===== config.mk =====
export PLATFORM = sky130hd
export DESIGN_NAME = reg_file_mp
export DESIGN_NICKNAME = d
export VERILOG_FILES = /design/src/rtl/reg_file_mp_pkg.sv /design/src/rtl/reg_file_rd_port.sv /design/src/rtl/reg_file_mp.sv
export SDC_FILE = /design/constraint.sdc
export NUM_CORES = 1
export LEC_CHECK = 0
export BUFFER_PORTS_ARGS = -buffer_cell sky130_fd_sc_hd__buf_2
export CELL_PAD_IN_SITES_DETAIL_PLACEMENT = 1
export CELL_PAD_IN_SITES_GLOBAL_PLACEMENT = 1
export CORE_UTILIZATION = 50
export DETAILED_ROUTE_END_ITERATION = 10
export PLACE_DENSITY_LB_ADDON = 0.1
export REMOVE_ABC_BUFFERS = 1
export SYNTH_ARGS = -nofsm -noshare
export SYNTH_HDL_FRONTEND = slang
export SYNTH_SLANG_ARGS = --single-unit

===== constraint.sdc =====
create_clock -name clk -period 3 [get_ports clk]
set_input_delay 0.3 -clock clk [delete_from_list [all_inputs] [get_ports clk]]
set_output_delay 0.3 -clock clk [all_outputs]
set_load 0.1 [all_outputs]

===== src/rtl/reg_file_mp_pkg.sv =====
// reg_file_mp_pkg: shared types and constants for the multi-read-port register file.
package reg_file_mp_pkg;
  typedef enum logic {CLEAR, IDLE} state_e;
  localparam int RD_PORTS_MAX = 4;
  function automatic int be_width(input int dw);
    return dw / 8;
  endfunction
endpackage


===== src/rtl/reg_file_rd_port.sv =====
// reg_file_rd_port: one registered read port; REG_FILE_MP_BYPASS_EN adds same-cycle write forwarding.
module reg_file_rd_port
  import reg_file_mp_pkg::*;
#(
  parameter int DATA_WIDTH = 16
) (
  input  logic                            clk,
  input  logic                            reset_n,
  input  logic                            en_i,
  input  logic [DATA_WIDTH-1:0]           word_i,
`ifdef REG_FILE_MP_BYPASS_EN
  input  logic                            hit_i,
  input  logic [DATA_WIDTH-1:0]           wr_data_i,
  input  logic [be_width(DATA_WIDTH)-1:0] wr_be_i,
`endif
  output logic [DATA_WIDTH-1:0]           data_o,
  output logic                            valid_o
);
  logic [DATA_WIDTH-1:0] data_d;
  logic [DATA_WIDTH-1:0] data_q;
  logic                  valid_q;
`ifdef REG_FILE_MP_BYPASS_EN
  always_comb begin
    data_d = word_i;
    for (int b = 0; b < be_width(DATA_WIDTH); b++)
      data_d[8*b +: 8] = (hit_i && wr_be_i[b]) ? wr_data_i[8*b +: 8] : word_i[8*b +: 8];
  end
`else
  always_comb data_d = word_i;
`endif
  always_ff @(posedge clk or negedge reset_n) begin
    if (!reset_n) begin
      data_q  <= '0;
      valid_q <= 1'b0;
    end else begin
      valid_q <= en_i;
      if (en_i) data_q <= data_d;
    end
  end
  assign data_o  = data_q;
  assign valid_o = valid_q;
endmodule


===== src/rtl/reg_file_mp.sv =====
// reg_file_mp: multi-read-port register file with byte-enable writes and a hardware clear sweep.
// Build option REG_FILE_MP_BYPASS_EN forwards a same-cycle write into colliding reads.
module reg_file_mp
  import reg_file_mp_pkg::*;
#(
  parameter int DATA_WIDTH = 16,
  parameter int ADDR_WIDTH = 3,
  parameter int RD_PORTS   = 2
) (
  input  logic                             clk,
  input  logic                             reset_n,
  input  logic                             wr_en,
  input  logic [ADDR_WIDTH-1:0]            wr_addr,
  input  logic [DATA_WIDTH-1:0]            wr_data,
  input  logic [be_width(DATA_WIDTH)-1:0]  wr_be,
  input  logic [RD_PORTS-1:0]              rd_en,
  input  logic [RD_PORTS*ADDR_WIDTH-1:0]   rd_addr,
  output logic [RD_PORTS*DATA_WIDTH-1:0]   rd_data,
  output logic [RD_PORTS-1:0]              rd_valid,
  input  logic                             clr,
  output logic                             busy
);
  localparam int DEPTH = 1 << ADDR_WIDTH;
  state_e                state_q, state_d;
  logic [ADDR_WIDTH-1:0] clr_idx_q, clr_idx_d;
  logic [DATA_WIDTH-1:0] mem_q [DEPTH];
  assign busy = (state_q == CLEAR);
  always_comb begin
    state_d   = busy ? (&clr_idx_q ? IDLE : CLEAR) : (clr ? CLEAR : IDLE);
    clr_idx_d = busy ? clr_idx_q + ADDR_WIDTH'(1) : '0;
  end
  always_ff @(posedge clk or negedge reset_n) begin
    if (!reset_n) begin
      state_q   <= CLEAR;
      clr_idx_q <= '0;
    end else begin
      state_q   <= state_d;
      clr_idx_q <= clr_idx_d;
    end
  end
  // Storage is deliberately unreset; the sweep zeroes it one entry per cycle.
  always_ff @(posedge clk) begin
    if (busy) mem_q[clr_idx_q] <= '0;
    else if (wr_en)
      for (int b = 0; b < be_width(DATA_WIDTH); b++)
        if (wr_be[b]) mem_q[wr_addr][8*b +: 8] <= wr_data[8*b +: 8];
  end
  for (genvar p = 0; p < RD_PORTS; p++) begin : g_rd
    logic [ADDR_WIDTH-1:0] addr;
    assign addr = rd_addr[p*ADDR_WIDTH +: ADDR_WIDTH];
    reg_file_rd_port #(.DATA_WIDTH(DATA_WIDTH)) u_port (
      .clk       (clk),
      .reset_n   (reset_n),
      .en_i      (rd_en[p] && !busy),
      .word_i    (mem_q[addr]),
`ifdef REG_FILE_MP_BYPASS_EN
      .hit_i     (wr_en && !busy && (wr_addr == addr)),
      .wr_data_i (wr_data),
      .wr_be_i   (wr_be),
`endif
      .data_o    (rd_data[p*DATA_WIDTH +: DATA_WIDTH]),
      .valid_o   (rd_valid[p])
    );
  end
endmodule


==> Yosys cells after proc, flatten, opt, wreduce, memory -nomap -nowiden <==
Memories as Yosys holds them, arrays and structs flattened. A register that Yosys moved wholly into a read port is not among the register bits.
Cells that the tools add are included.
Widths: inputs -> output; s select.
{ "totals": {"regBits": 6, "ramBits": 128, "in_bits": 33, "output_inout_bits": 35, "wordCells": 29, "n_memories": 1} }
{ "memory_table": {"columns": ["name", "depth", "word_bits", "rd", "rd_clocked_by_memory_dff", "write_ports", "line_no", "rtl"], "rows": [
  ["mem_q", 8, 16, 2, 2, 1, "reg_file_mp.sv:26", "logic [DATA_WIDTH-1:0] mem_q [DEPTH];"]
]} }
{ "classes": {"addsub": 1, "muxes": 16, "n_bitwise": 1, "n_reduce_logical": 6} }
{ "ops": {"columns": ["operator", "count"], "rows": [
  ["$mux 16", 1],
  ["$reduce_or 16->1", 1],
  ["$mux 1", 12],
  ["$mux 3", 2],
  ["$add 3x1->3 const B", 1],
  ["$reduce_and 3->1", 1],
  ["$logic_and 1x1->1", 2],
  ["$logic_not 1->1", 2],
  ["$mux 2", 1],
  ["$not 1->1", 1]
]} }

==> Longest topological paths before layout <==
{ "depth": {"ltp_word": 6, "mapped_depth": 5, "depth_no_buf": 4} }

==> Modules after synthesis <==
From an unflattened synthesis, not the netlist that was laid out.
{ "unflattened": {"cells_unflattened": 392, "area_unflattened_um2": 7892.6} }
{ "modules_own_cells": {"columns": ["mod", "n_inst", "cells_each", "area_per_inst_um2", "seq_area_each_um2"], "rows": [
  ["reg_file_mp", 1, 322, 6543.8, 3943.8],
  ["reg_file_rd_port", 2, 35, 674.4, 425.4]
]} }

==> Worst setup path before layout <==
Ideal clock, no wire load.
{ "synth_timing": {"kind": "register -> register", "startpoint": "register state_q", "endpoint": "memory mem_q[0][0], enable pin", "arrival_ns": 1.731, "setup_slack_ns": 0.886, "stages_incl_launch_ff": 5, "period_less_slack_ns": 2.114, "path_cell_list": "dfrtp_1 > o211a_4 > buf_6 > mux2_4 > nor3_1"} }
{ "synth_between": {"elab_chain_cells": 4} }
{ "synth_rtl": {"columns": ["item", "line_no", "rtl"], "rows": [
  ["start, declared", "reg_file_mp.sv:24", "state_e state_q, state_d;"],
  ["start signal, assigned", "reg_file_mp.sv:37", "state_q <= state_d;"],
  ["$mux 1", "reg_file_mp.sv:43", "if (busy) mem_q[clr_idx_q] <= '0;"],
  ["$mux 1 (not written as such)", "reg_file_mp.sv:46", "if (wr_be[b]) mem_q[wr_addr][8*b +: 8] <= wr_data[8*b +: 8];"],
  ["$reduce_or 16->1 (no source line)", null, null],
  ["$mux 3 (no source line) / $mux 2 (equally long branches)", null, null],
  ["end, declared", "reg_file_mp.sv:26", null]
]} }
Several ways; a longest one is shown, not always the timed one.

==> Final worst setup path <==
{ "layout_timing": {"startpoint": "register state_q", "endpoint": "memory mem_q[3][6], enable pin"} }
The elaborated chain is that of the path after synthesis.

==> impl_metrics.yaml <==
outcome:
  status: "complete, no violations"
synth:
  synth_seq_cells: 166
  synth_area_leaders: "edfxtp_1 (50%), dfrtp_1 (12%), mux2_2 (9.5%)"
  synth-edff-count: 128
  synth-warning-count: 0
  netlist_top_cells_count: "edfxtp_1 (128), mux2i_1 (67), mux2_2 (65)"
  netlist_area_um2: 7720
  synth_flop_cell: "edfxtp_1"
  yosys.area.top_type: "edfxtp_1"
  yosysSeqAreaShare_pct: 62.1
  async_flop_share_pct: 22.9
  netlist_instances: 528
  synth_top_area_share_pct: 49.8
  syn_area_per_cell_um2: 14.6
  ys_types: 29
  synth.most_common_cell: "edfxtp_1"
floorplanning:
  rows: 45
  io_pins: 68
  die_x_um: 126
  core_um2: 15100
  start_util_pct: 51.0
  die_h_um: 126
  die-area_um2: 15900
finish:
  num-nets-final: 632
  fill_cells: 1429
  diodes: 0
  syn_to_final_growth_pct: 14.5
  final_layout_size_suffix_gt1_share_pct: 32.1
route:
  route.detailed.drc: 0
  vias: 4946
  wire_per_inst_um: 26.3
  firstDrtPassIters: 5
  first_iter_violations: 350
  wl_um: 21000
  routed_via_density: 6.20
  ant_nets: 0
timing:
  finalMaxSlewViolations: 0
  finalHoldViolations: 0
  finalWorstSetupSlack_ps: 577
  fin_crit_sh_pct: 80.8
  layout_min_cycle_time_ps: 2420
  worst_pin_slew_ps: 1380
  clock_skew_ps: 7.46
  maxSlewHeadroom_pct: 7.08
  setup_violations: 0
  rsz0062_at_grt: "false"
  setup_tns_ps: 0
  fmax_ghz: 0.413
flow_run:
  cap_viol_max_count: 0
worst_setup_path:
  cp_max_fo: 8
  crit_path_start_kind: "flop"
  slowest_stage: "nor3_1"
  cp_slowest_stage_delay_ps: 1170
  path_buf_inv: 0
  worst_ep_arrival_time_ps: 2450
  crit_type: "flop to flop"
  crit_chain: "o211a_4 -> mux2i_1 -> nor3_1"
  path_delay_family: "simple AND/OR/NAND/NOR gates"
  r2r_cells: 3
  crit_path_end_kind: "flop"
  cp_num_cells: 3
  crit_required_ps: 3030
global_routing:
  antenna_found_initial: 0
  grt_max_degree: 39
  grt_pass1_vias: 5124
  gr-total-overflow: 0
  grt_pass1_wl_um: 31700
  grt_usage_pct: 27.9
clock_tree:
  postCtsSetupBuffers: 0
  htreeDepth: 4
  cts_tree: "built"
  cts-resized-gates: 0
  clkTransAtPathRegs_ps: 60
  postCtsHoldBufs: 0
  clock_latency_ps: 430
  root_buffer: "clkbuf_16"
  numCtsBuffers: 17
  clockBufferDepth: 2
  clkSinkCount: 166
pwr:
  ir_worst_vdd_v: 0.000624
  powerDensity_nw_per_um2: 1120
  leakagePower_nw: 3.52
placement:
  globalplace.congestion: 0.806
  dp_slack_ps: 449
  hpwl_um: 13800
  portBuffers: 67
hold_path:
  min_path_type: "primary input to async pin"
worst paths after layout:
check,start,to,slack (ps)
hold / removal,reset_n,g_rd[1].u_port.data_o[5],30
hold reg to reg,g_rd[0].u_port.data_o[14],g_rd[0].u_port.data_o[14],480
setup / recovery,state_q,mem_q[3][6],580
min in group clk,clr,state_q,60
setup reg to reg,state_q,mem_q[3][6],580
max in group asynchronous,reset_n,clr_idx_q[2],2360
per-stage QoR:
stage | instance area, um2 | total power, mW | cells | utilization (%) | hold slack (ps)
3_5_place_dp | 8230 | 7.70 | 766 | 54.3 | 464
2_1_floorplan | 7470 | 6.62 | 490 | - | 4.41
5_1_grt | 8840 | 10.3 | 798 | 58.4 | 33.9
6_report | 8840 | 9.92 | 798 | 58.4 | 34.2
4_1_cts | 8840 | 9.95 | 798 | 58.4 | 36.6
3_3_place_gp | 8230 | 7.55 | 766 | 54.3 | 456
area by class of cell:
type                            count  area [um2]  share of cell area [%]
Multi-Input combinational cell    320        2670                    30.2
Clock buffer                       26         553                    6.26
Tap cell                          188         235                    2.66
Sequential cell                   166        4790                    54.2
Inverter                            4        15.0                   0.170
Timing Repair Buffer               88         518                    5.86
Clock inverter                      6        57.6                   0.651
metal layers:
layer,vias to the layer above,wire length [um],GRT usage (%)
li1,2198,-,-
met1,2570,9640,38.8
met2,150,10000,43.5
met3,28,993,6.29
met4,0,344,9.36
met5,-,0,0
power by group:
part	switching, mW	internal [mW]	total (mW)
sequential	0.376	3.39	3.77
combinational	3.02	0.897	3.92
clock	0.878	1.35	2.23
total	4.28	5.64	9.92
sequential cells by signal, summed over array words and instances (netlist names):
signal               flops
clr_idx_q                3
g_rd.u_port.data_o      32
g_rd.u_port.valid_o      2
mem_q                  128
state_q                  1
cell usage in the layout, fill, tap and decap left out, drive strengths merged, types with 3 or more instances in the layout:
cell type / count
o31ai: 32
mux2: 66
o22ai: 32
clkbuf: 26
inv: 4
edfxtp: 128
a22o: 32
nor3: 12
nand2: 37
mux2i: 67
buf: 88
nor3b: 4
a41oi: 3
nor2b: 5
clkinv: 4
and2: 16
nor2: 4
dfrtp: 38
cell families after synthesis:
| group | count (synthesis) | share of synthesized area [%] |
|---|---|---|
| adder cells (fa/ha/maj) | 2 | 0.324 |
| flip-flops | 166 | 62.1 |
| buffers and inverters | 42 | 3.34 |
| AO/OA/AOI/OAI | 103 | 10.2 |
| AND/OR/NAND/NOR | 82 | 5.64 |
| multiplexers | 133 | 18.4 |
No activity file was read; power rests on OpenSTA's default activity.
